File: src/rtl/div_seq_ctrl_if.sv
`default_nettype none
// ==========================================================================
// div_seq_ctrl_if : host start/done handshake and operand/result bus of the divider (dbz under DIV_DBZ_ERR_EN)
// Revision 1.0
// ==========================================================================
interface div_seq_ctrl_if #(
  parameter int WIDTH = 8
);
  logic             start;
  logic [WIDTH-1:0] dividend;
  logic [WIDTH-1:0] divisor;
  logic             busy;
  logic             done;
  logic [WIDTH-1:0] quotient;
  logic [WIDTH-1:0] remainder;
`ifdef DIV_DBZ_ERR_EN
  logic             dbz;

  modport master (
    output start, dividend, divisor,
    input  busy, done, quotient, remainder, dbz
  );
  modport slave (
    input  start, dividend, divisor,
    output busy, done, quotient, remainder, dbz
  );
`else
  modport master (
    output start, dividend, divisor,
    input  busy, done, quotient, remainder
  );
  modport slave (
    input  start, dividend, divisor,
    output busy, done, quotient, remainder
  );
`endif
endinterface
`default_nettype wire

File: src/rtl/div_seq_ctrl.sv
`default_nettype none
// ==========================================================================
// div_seq_ctrl : restoring-division controller, one quotient bit per clock over a shared FS ripple chain
// Revision 1.0 -- optional divide-by-zero fast path and dbz flag under DIV_DBZ_ERR_EN
// ==========================================================================
module div_seq_ctrl #(
  parameter int WIDTH = 8
) (
  input wire            clk,
  input wire            rst_n,
  div_seq_ctrl_if.slave bus
);

  localparam int              c_CW   = $clog2(WIDTH + 1);
  localparam logic [c_CW-1:0] c_LAST = c_CW'(WIDTH - 1);
  localparam logic [c_CW-1:0] c_ONE  = c_CW'(1);

  localparam logic [1:0] c_IDLE = 2'd0;
  localparam logic [1:0] c_RUN  = 2'd1;
  localparam logic [1:0] c_DONE = 2'd2;

  logic [1:0]       state_q, state_d;
  logic [c_CW-1:0]  count_q, count_d;
  logic [WIDTH-1:0] a_q, a_d;
  logic [WIDTH-1:0] q_q, q_d;
  logic [WIDTH-1:0] dreg_q, dreg_d;
  logic [WIDTH-1:0] quo_q, quo_d;
  logic [WIDTH-1:0] rem_q, rem_d;
  logic             done_q, done_d;

  logic w_busy, w_load, w_iter, w_fin, w_dz;

`ifdef DIV_DBZ_ERR_EN
  logic dbz_q, dbz_d;
  assign w_dz = (bus.divisor == '0);
`else
  assign w_dz = 1'b0;
`endif

  // FSM state register
  always_ff @(posedge clk or negedge rst_n) begin
    if (!rst_n) begin
      state_q <= c_IDLE;
    end else begin
      state_q <= state_d;
    end
  end

  // FSM next state
  always_comb begin
    state_d = state_q;
    case (state_q)
      c_IDLE:  if (bus.start) state_d = w_dz ? c_DONE : c_RUN;
      c_RUN:   if (count_q == c_LAST) state_d = c_DONE;
      c_DONE:  state_d = c_IDLE;
      default: state_d = c_IDLE;
    endcase
  end

  // FSM outputs
  always_comb begin
    w_busy = 1'b0;
    w_load = 1'b0;
    w_iter = 1'b0;
    w_fin  = 1'b0;
    case (state_q)
      c_IDLE:  w_load = bus.start;
      c_RUN:   begin w_busy = 1'b1; w_iter = 1'b1; end
      c_DONE:  begin w_busy = 1'b1; w_fin  = 1'b1; end
      default: ;
    endcase
  end

  // The partial remainder stays below the divisor, so the top bit of the
  // (WIDTH+1)-bit A is always zero and only its borrow is formed in the chain.
  logic [WIDTH:0]   w_opa, w_opb;
  logic [WIDTH-1:0] w_diff;
  logic [WIDTH+1:0] w_bor;
  logic             w_sign;

  assign w_opa    = {a_q, q_q[WIDTH-1]};
  assign w_opb    = {1'b0, dreg_q};
  assign w_bor[0] = 1'b0;

  for (genvar i = 0; i <= WIDTH; i++) begin : g_fs
    assign w_bor[i+1] = (~w_opa[i] & w_bor[i]) | (~w_opa[i] & w_opb[i]) | (w_opb[i] & w_bor[i]);
    if (i < WIDTH) begin : g_diff
      assign w_diff[i] = w_opa[i] ^ w_opb[i] ^ w_bor[i];
    end
  end

  assign w_sign = w_bor[WIDTH+1];

  always_comb begin
    a_d     = a_q;
    q_d     = q_q;
    dreg_d  = dreg_q;
    count_d = count_q;
    quo_d   = quo_q;
    rem_d   = rem_q;
    done_d  = 1'b0;
`ifdef DIV_DBZ_ERR_EN
    dbz_d   = dbz_q;
`endif
    if (w_load) begin
      a_d     = '0;
      q_d     = bus.dividend;
      dreg_d  = bus.divisor;
      count_d = '0;
`ifdef DIV_DBZ_ERR_EN
      dbz_d   = 1'b0;
      // Preload the final D=0 results so DONE handles both paths uniformly.
      if (w_dz) begin
        q_d = '1;
        a_d = bus.dividend;
      end
`endif
    end
    if (w_iter) begin
      a_d     = w_sign ? w_opa[WIDTH-1:0] : w_diff;
      q_d     = {q_q[WIDTH-2:0], ~w_sign};
      count_d = count_q + c_ONE;
    end
    if (w_fin) begin
      quo_d  = q_q;
      rem_d  = a_q;
      done_d = 1'b1;
`ifdef DIV_DBZ_ERR_EN
      dbz_d  = (dreg_q == '0);
`endif
    end
  end

  always_ff @(posedge clk or negedge rst_n) begin
    if (!rst_n) begin
      a_q     <= '0;
      q_q     <= '0;
      dreg_q  <= '0;
      count_q <= '0;
      quo_q   <= '0;
      rem_q   <= '0;
      done_q  <= 1'b0;
    end else begin
      a_q     <= a_d;
      q_q     <= q_d;
      dreg_q  <= dreg_d;
      count_q <= count_d;
      quo_q   <= quo_d;
      rem_q   <= rem_d;
      done_q  <= done_d;
    end
  end

`ifdef DIV_DBZ_ERR_EN
  always_ff @(posedge clk or negedge rst_n) begin
    if (!rst_n) begin
      dbz_q <= 1'b0;
    end else begin
      dbz_q <= dbz_d;
    end
  end
  assign bus.dbz = dbz_q;
`endif

  assign bus.busy      = w_busy;
  assign bus.done      = done_q;
  assign bus.quotient  = quo_q;
  assign bus.remainder = rem_q;

endmodule
`default_nettype wire

File: src/flat_wrapper.sv
// flat-port wrapper written by rule: the top's interface ports become plain ports
module div_seq_ctrl_flat 
#(
  parameter int WIDTH = 8
)
  (clk, rst_n, bus_start, bus_dividend, bus_divisor, bus_busy, bus_done, bus_quotient, bus_remainder);
  div_seq_ctrl_if #(.WIDTH(WIDTH)) bus_i ();
  input wire clk;
  input wire rst_n;
  input wire logic [$bits(bus_i.start)-1:0] bus_start;
  input wire logic [$bits(bus_i.dividend)-1:0] bus_dividend;
  input wire logic [$bits(bus_i.divisor)-1:0] bus_divisor;
  output wire logic [$bits(bus_i.busy)-1:0] bus_busy;
  output wire logic [$bits(bus_i.done)-1:0] bus_done;
  output wire logic [$bits(bus_i.quotient)-1:0] bus_quotient;
  output wire logic [$bits(bus_i.remainder)-1:0] bus_remainder;
  assign bus_i.start = bus_start;
  assign bus_i.dividend = bus_dividend;
  assign bus_i.divisor = bus_divisor;
  assign bus_busy = bus_i.busy;
  assign bus_done = bus_i.done;
  assign bus_quotient = bus_i.quotient;
  assign bus_remainder = bus_i.remainder;
  div_seq_ctrl #(.WIDTH(WIDTH)) u_core (.clk(clk), .rst_n(rst_n), .bus(bus_i));
endmodule
File: config.mk
export PLATFORM = sky130hd
export DESIGN_NAME = div_seq_ctrl_flat
export DESIGN_NICKNAME = d
export VERILOG_FILES = /design/src/rtl/div_seq_ctrl_if.sv /design/src/rtl/div_seq_ctrl.sv /design/src/flat_wrapper.sv
export SDC_FILE = /design/constraint.sdc
export NUM_CORES = 1
export LEC_CHECK = 0
export CAP_MARGIN = 40
export CORE_ASPECT_RATIO = 1.1
export CORE_MARGIN = 2
export CORE_UTILIZATION = 50
export DETAILED_ROUTE_END_ITERATION = 10
export PLACE_DENSITY = 0.76
export SLEW_MARGIN = 10
export SYNTH_ARGS = -nofsm -noshare
export SYNTH_HDL_FRONTEND = slang
export SYNTH_SLANG_ARGS = --single-unit
File: constraint.sdc
create_clock -name clk -period 5.61 [get_ports clk]
set_input_delay 1.122 -clock clk [delete_from_list [all_inputs] [get_ports clk]]
set_output_delay 1.122 -clock clk [all_outputs]
set_load 0.02 [all_outputs]
Yosys cells after proc, flatten, opt, wreduce, memory -nomap -nowiden:

Cells that the tools add are included.

* add/subtract/negate cells: 1
* equality and inequality tests: 5
* mux-type cells: 15
* bitwise operators: 62
* reduce and logical (&&, ||, !) cells: 4

Operators by type and width (count)
* two-way mux 8 bit: 5
* bitwise AND 1 bit: 23
* bitwise XOR 1 bit: 15
* OR 1 bit: 14
* NOT 1 bit: 10
* two-way mux 4 bit: 2
* two-way mux 1 bit: 5
* adder 4 x 1 -> 4 bit, second input constant: 1
* equality test 4 x 3 -> 1 bit, second input constant: 1
* two-way mux 2 bit: 2
* one-hot mux 2 bit (2 select lines): 1
* equality test 2 x 1 -> 1 bit, second input constant: 1
* equality test 2 bit, second input constant: 1
* logical NOT 2 bit: 1
* inequality test 2 x 1 -> 1 bit, second input constant: 1
* inequality test 2 bit, second input constant: 1
* AND reduction 2 bit: 1
* nonzero test 2 bit: 1
* OR reduction 2 bit: 1

* flip-flop bits (word level): 47
* bits of input ports: 19
* output and inout port bits: 18
* logic and storage cells: 95

Depth between registers and ports, before layout:

* depth in word-level cells: 26
* gate-level depth with buffers: 13
* gate-level depth less buffers: 12

Least setup slack after synthesis:

No wires, ideal clock.

* path kind: register -> register
* from: register u_core.q_q[7]
* to: register u_core.a_q[5]
* library setup time: 0.121 ns
* arrival: 3.781 ns
* data required time: 5.489 ns
* setup slack: 1.708 ns
* cell stages (with the launch flop): 14
* path buffers: 1
* period minus slack after synthesis: 3.902 ns
* cell sequence: dfrtp_1 inv_1 ha_1 fa_1 fa_1 fa_1 fa_1 fa_1 fa_1 fa_1 nor2b_1 buf_4 mux2i_1 a22o_1

* word-level cells in the longest chain between the ends: 26
* elaborated cells on any way between the ends: 34
* those cells by class: 2 x mux; 32 x bitwise

Ends and longest elaborated chain
* from (decl): RTL line div_seq_ctrl.sv:25 `logic [WIDTH-1:0] q_q, q_d;`
* from (signal assigned): RTL line div_seq_ctrl.sv:145 `q_q <= q_d;`
* NOT 1 bit (*)
* bitwise AND 1 bit (*): RTL line div_seq_ctrl.sv:86 `assign w_bor[i+1] = (~w_opa[i] & w_bor[i]) | (~w_opa[i] & w_opb[i]) | (w_opb[i] & w_bor[i]);`
* bitwise AND 1 bit: RTL line div_seq_ctrl.sv:86
* OR 1 bit: RTL line div_seq_ctrl.sv:86
* OR 1 bit (*): RTL line div_seq_ctrl.sv:86
* bitwise AND 1 bit: RTL line div_seq_ctrl.sv:86
* OR 1 bit: RTL line div_seq_ctrl.sv:86
* OR 1 bit (*): RTL line div_seq_ctrl.sv:86
* [7 not listed]
* OR 1 bit (2 in a row): RTL line div_seq_ctrl.sv:86
* bitwise AND 1 bit: RTL line div_seq_ctrl.sv:86
* OR 1 bit (2 in a row): RTL line div_seq_ctrl.sv:86
* bitwise AND 1 bit: RTL line div_seq_ctrl.sv:86
* OR 1 bit (2 in a row): RTL line div_seq_ctrl.sv:86
* bitwise AND 1 bit: RTL line div_seq_ctrl.sv:86
* two-way mux 8 bit (*): RTL line div_seq_ctrl.sv:120 `a_d = w_sign ? w_opa[WIDTH-1:0] : w_diff;`
* two-way mux 8 bit (*): RTL line div_seq_ctrl.sv:119 `if (w_iter) begin`
* to (signal assigned): RTL line div_seq_ctrl.sv:136 `a_q <= '0;`
* to (signal assigned): RTL line div_seq_ctrl.sv:144 `a_q <= a_d;`
* to (decl): RTL line div_seq_ctrl.sv:24 `logic [WIDTH-1:0] a_q, a_d;`

Mark *: on every way between the ends. The rest lies on a longest branch, timed or not.
A chain may end at the register's enable or synchronous reset.

Worst setup path in the final report:

* from: register u_core.q_q[7]
* to: register u_core.a_q[0]

* word-level cells in the longest chain between the ends: 26
* elaborated cells on any way between the ends: 34
* those cells by class: 2 x mux; 32 x bitwise

Ends and longest elaborated chain (RTL line)
* NOT 1 bit
* bitwise AND 1 bit (2 in a row): div_seq_ctrl.sv:86
* OR 1 bit (2 in a row): div_seq_ctrl.sv:86
* bitwise AND 1 bit: div_seq_ctrl.sv:86
* OR 1 bit (2 in a row): div_seq_ctrl.sv:86
* bitwise AND 1 bit: div_seq_ctrl.sv:86
* OR 1 bit (2 in a row): div_seq_ctrl.sv:86
* bitwise AND 1 bit: div_seq_ctrl.sv:86
* [3 not listed]
* OR 1 bit (2 in a row): div_seq_ctrl.sv:86
* bitwise AND 1 bit: div_seq_ctrl.sv:86
* OR 1 bit (2 in a row): div_seq_ctrl.sv:86
* bitwise AND 1 bit: div_seq_ctrl.sv:86
* OR 1 bit (2 in a row): div_seq_ctrl.sv:86
* bitwise AND 1 bit: div_seq_ctrl.sv:86
* two-way mux 8 bit (*): div_seq_ctrl.sv:120
* two-way mux 8 bit (*): div_seq_ctrl.sv:119

Marks and branches as above.

==> results.yml <==
outcome:
  outcome: "completed"
detailed_routing:
  met2_wirelength_mm: 2.191
  vias: 1437
  drc: 0
  top_layer: "met4"
  vias_per_cell: 5.382
  antenna_left: 0
  first_pass_iters: 4
  wl_met1_mm: 1.675
  drtIter0Drc: 82
  drt-total-wl_mm: 4.132
  dr_wl_met3_microns: 210
  wl_per_cell_microns: 15.48
timing:
  maxSlewViolCount: 0
  setup_violations: 0
  finClkSkew_ns: 0.009132
  worstMarginPinSlew_ns: 0.8361
  setup_tns_ns: 0
  period_share: 0.7339
  max_slew_margin: 0.4426
  clock.fmax_mhz: 242.9
  rsz0062_at_grt: "no"
  fin_crit_ns: 4.117
  hold_viol_final: 0
cts:
  cts.path.max_buffers: 2
  post-cts-setup-buffer-count: 0
  clk_pin_slew_ns: 0.09
  clock_sinks: 47
  clk_latency_ns: 0.30
  htree_levels: 2
  cts_resized: 0
  cts_hold_buf: 0
  clock-root-buffer: "clkbuf_8"
  cts_tree: "built"
  numCtsBuffers: 5
synth:
  async_flop_share: 1.000
  synth.area.top_cells: "dfrtp_1, mux2_2, mux2i_1, fa_1, ha_1"
  synth_top_family_by_area: "multiplexers"
  ys_top_cells_by_count: "dfrtp_1, mux2_2, mux2i_1, o21ai_0, nand2_1"
  synth_seq_cells: 47
  synth_top_cell_area_share: 0.5278
  yosysMostFrequentCell: "dfrtp_1"
  synth-xor-area-share: 0.007861
  ys_warn_count: 0
  postSynthCellCount: 176
  ys_seq_area_frac: 0.5278
  synthAdderAreaFrac: 0.09657
  synthesis.nets: 208
  syn_area_per_cell_sq_um: 12.66
  synth_area_sq_um: 2228
  synthMuxAreaShare: 0.1937
  yosysTopAreaCell: "dfrtp_1"
  synth-simple-area-share: 0.05671
  synth-main-ff-cell: "dfrtp_1"
  yosys.cell_types.count: 23
  synth_compound_area_frac: 0.07019
  synth_edf_count: 0
floorplan:
  fp.dieH_microns: 74.02
  die_w_microns: 67.65
  start_util: 0.5200
  coreArea_sq_um: 4285
  rows: 25
  fp.dieArea_sq_um: 5007
  ioPinCount: 37
finish:
  nets: 244
  area_growth_pct: 22.40
  antenna_cells: 0
  fin_util: 0.6365
  drive_gt1_frac: 0.1737
setup_path:
  path_buf_inv: 1
  crit_type: "register to register"
  start_kind: "register"
  crit_fanout: 5
  crit_path_frequent_cell: "fa_1"
  cpMaxStageDelayCell: "fa_1"
  worst_path_dominant_cell_family: "adder cells"
  r2r-start: "u_core.q_q[7]"
  cp_cell_sequence: "inv_1, ha_1, fa_1, fa_1, fa_1, fa_1, fa_1, fa_1, fa_1, nor2b_1, mux2i_1, a22o_1"
  arrival_ns: 4.30
  cp-startpoint: "u_core.q_q[7]"
  setup.worst_path.end_class: "register"
  critPathMaxStageDelay_ns: 0.42
  cp.required_ns: 5.80
worst_hold_path:
  min_path_type: "register to register"
  hold_start: "u_core.a_q[3]"
global_routing:
  grt_max_degree: 40
  gr-total-overflow: 0
  grt_pass1_wl_mm: 6.975
  grt_antenna_before_repair: 0
  grtUsageTotal: 0.1882
  grt_pass1_vias: 1483
pwr:
  internal_power_uw: 997.4
  p_leak_uw: 0.001269
  seq_power_share: 0.362
  pwr-share-comb: 0.488
  ir_worst_vdd_mv: 0.3037
  p_per_area_nw_per_um2: 588.3
  swShare: 0.3784
  p_sw_uw: 607.3
  power_frac_clock: 0.150
placement:
  post-dp-hpwl_mm: 3.020
  gp_congestion: 0.7333
  port_buffers: 36
job:
  drv_cap: 0
-- final cells by class --
type,count,area [sq um]
timing repair buffer,38,382.9
tap,54,67.56
clock buffer,5,68.82
inverter,11,41.29
clock inverter,3,43.79
sequential,47,1176
multi-input combinational,109,947.2
fill,325,1558
-- sequential cells by signal, indices dropped and copies added, names as in the netlist --
name,count
u_core.state_q,2
u_core.count_q,4
u_core.bus.done,1
u_core.q_q,8
u_core.dreg_q,8
u_core.a_q,8
u_core.bus.remainder,8
u_core.bus.quotient,8
-- kinds of logic (layout without fill, tap and decap cells) --
kind of cell / after synthesis / count (layout)
AO/OA/AOI/OAI: 25 / 25
multiplexers: 40 / 40
AND/OR/NAND/NOR: 29 / 29
buffers and inverters: 20 / 57
flip-flops: 47 / 47
XOR/XNOR: 2 / 2
adder cells (fa/ha/maj): 13 / 13
-- metrics by stage --
stage / setup WS (ns) / std cells / hold slack [ns] / total power, uW / instance area (sq um)
4_1_cts: 1.502 / 267 / 0.5140 / 1618 / 2728
5_1_grt: 1.316 / 267 / 0.5224 / 1733 / 2728
6_report: 1.493 / 267 / 0.5046 / 1605 / 2728
3_3_place_gp: 1.634 / 258 / 0.4883 / 1306 / 2595
3_5_place_dp: 1.513 / 259 / 0.4949 / 1375 / 2615
2_1_floorplan: 1.708 / 176 / 0.4687 / 1141 / 2228
-- path summary, 6_finish.rpt --
path | endpoint | slack, ns | cells after the start
worst min register to register | u_core.bus.remainder[3] | 0.50 | 1
min in group asynchronous | u_core.bus.quotient[6] | 0.78 | 1
worst max register to register | u_core.a_q[0] | 1.49 | 12
worst min-delay path | u_core.bus.remainder[3] | 0.50 | 1
worst max-delay path | u_core.a_q[0] | 1.49 | 12
max in group asynchronous | u_core.bus.remainder[5] | 4.33 | 2
-- layer usage --
layer,GRT usage,vias up
met5,0,-
met4,0.07710,0
met3,0.03177,5
met2,0.3355,45
met1,0.2244,719
li1,-,668
-- cells in the final DEF (no fill, tap or decap), types with 2 or more instances in the layout --
cell | Yosys | layout
nor2_1 | 8 | 8
nor2b_1 | 2 | 2
nand3_1 | 3 | 3
a21oi_1 | 2 | 2
nand2_1 | 13 | 13
ha_1 | 6 | 6
inv_1 | 11 | 11
fa_1 | 7 | 7
o21ai_0 | 14 | 14
a22o_1 | 7 | 7
dfrtp_1 | 47 | 47
clkbuf_8 | 0 | 5
xor2_1 | 2 | 2
mux2i_1 | 15 | 15
clkdlybuf4s50_1 | 0 | 35
mux2_2 | 25 | 25
-- power groups by stage --
stage	registers [uW]	logic (uW)	clock network (uW)
after detailed placement	587	788	0
after global placement	578	728	0
after floorplan	610	531	0
final	580	783	241
after CTS	580	790	248
after global routing	598	869	266
Note: power is estimated with default switching activity, not from simulation.
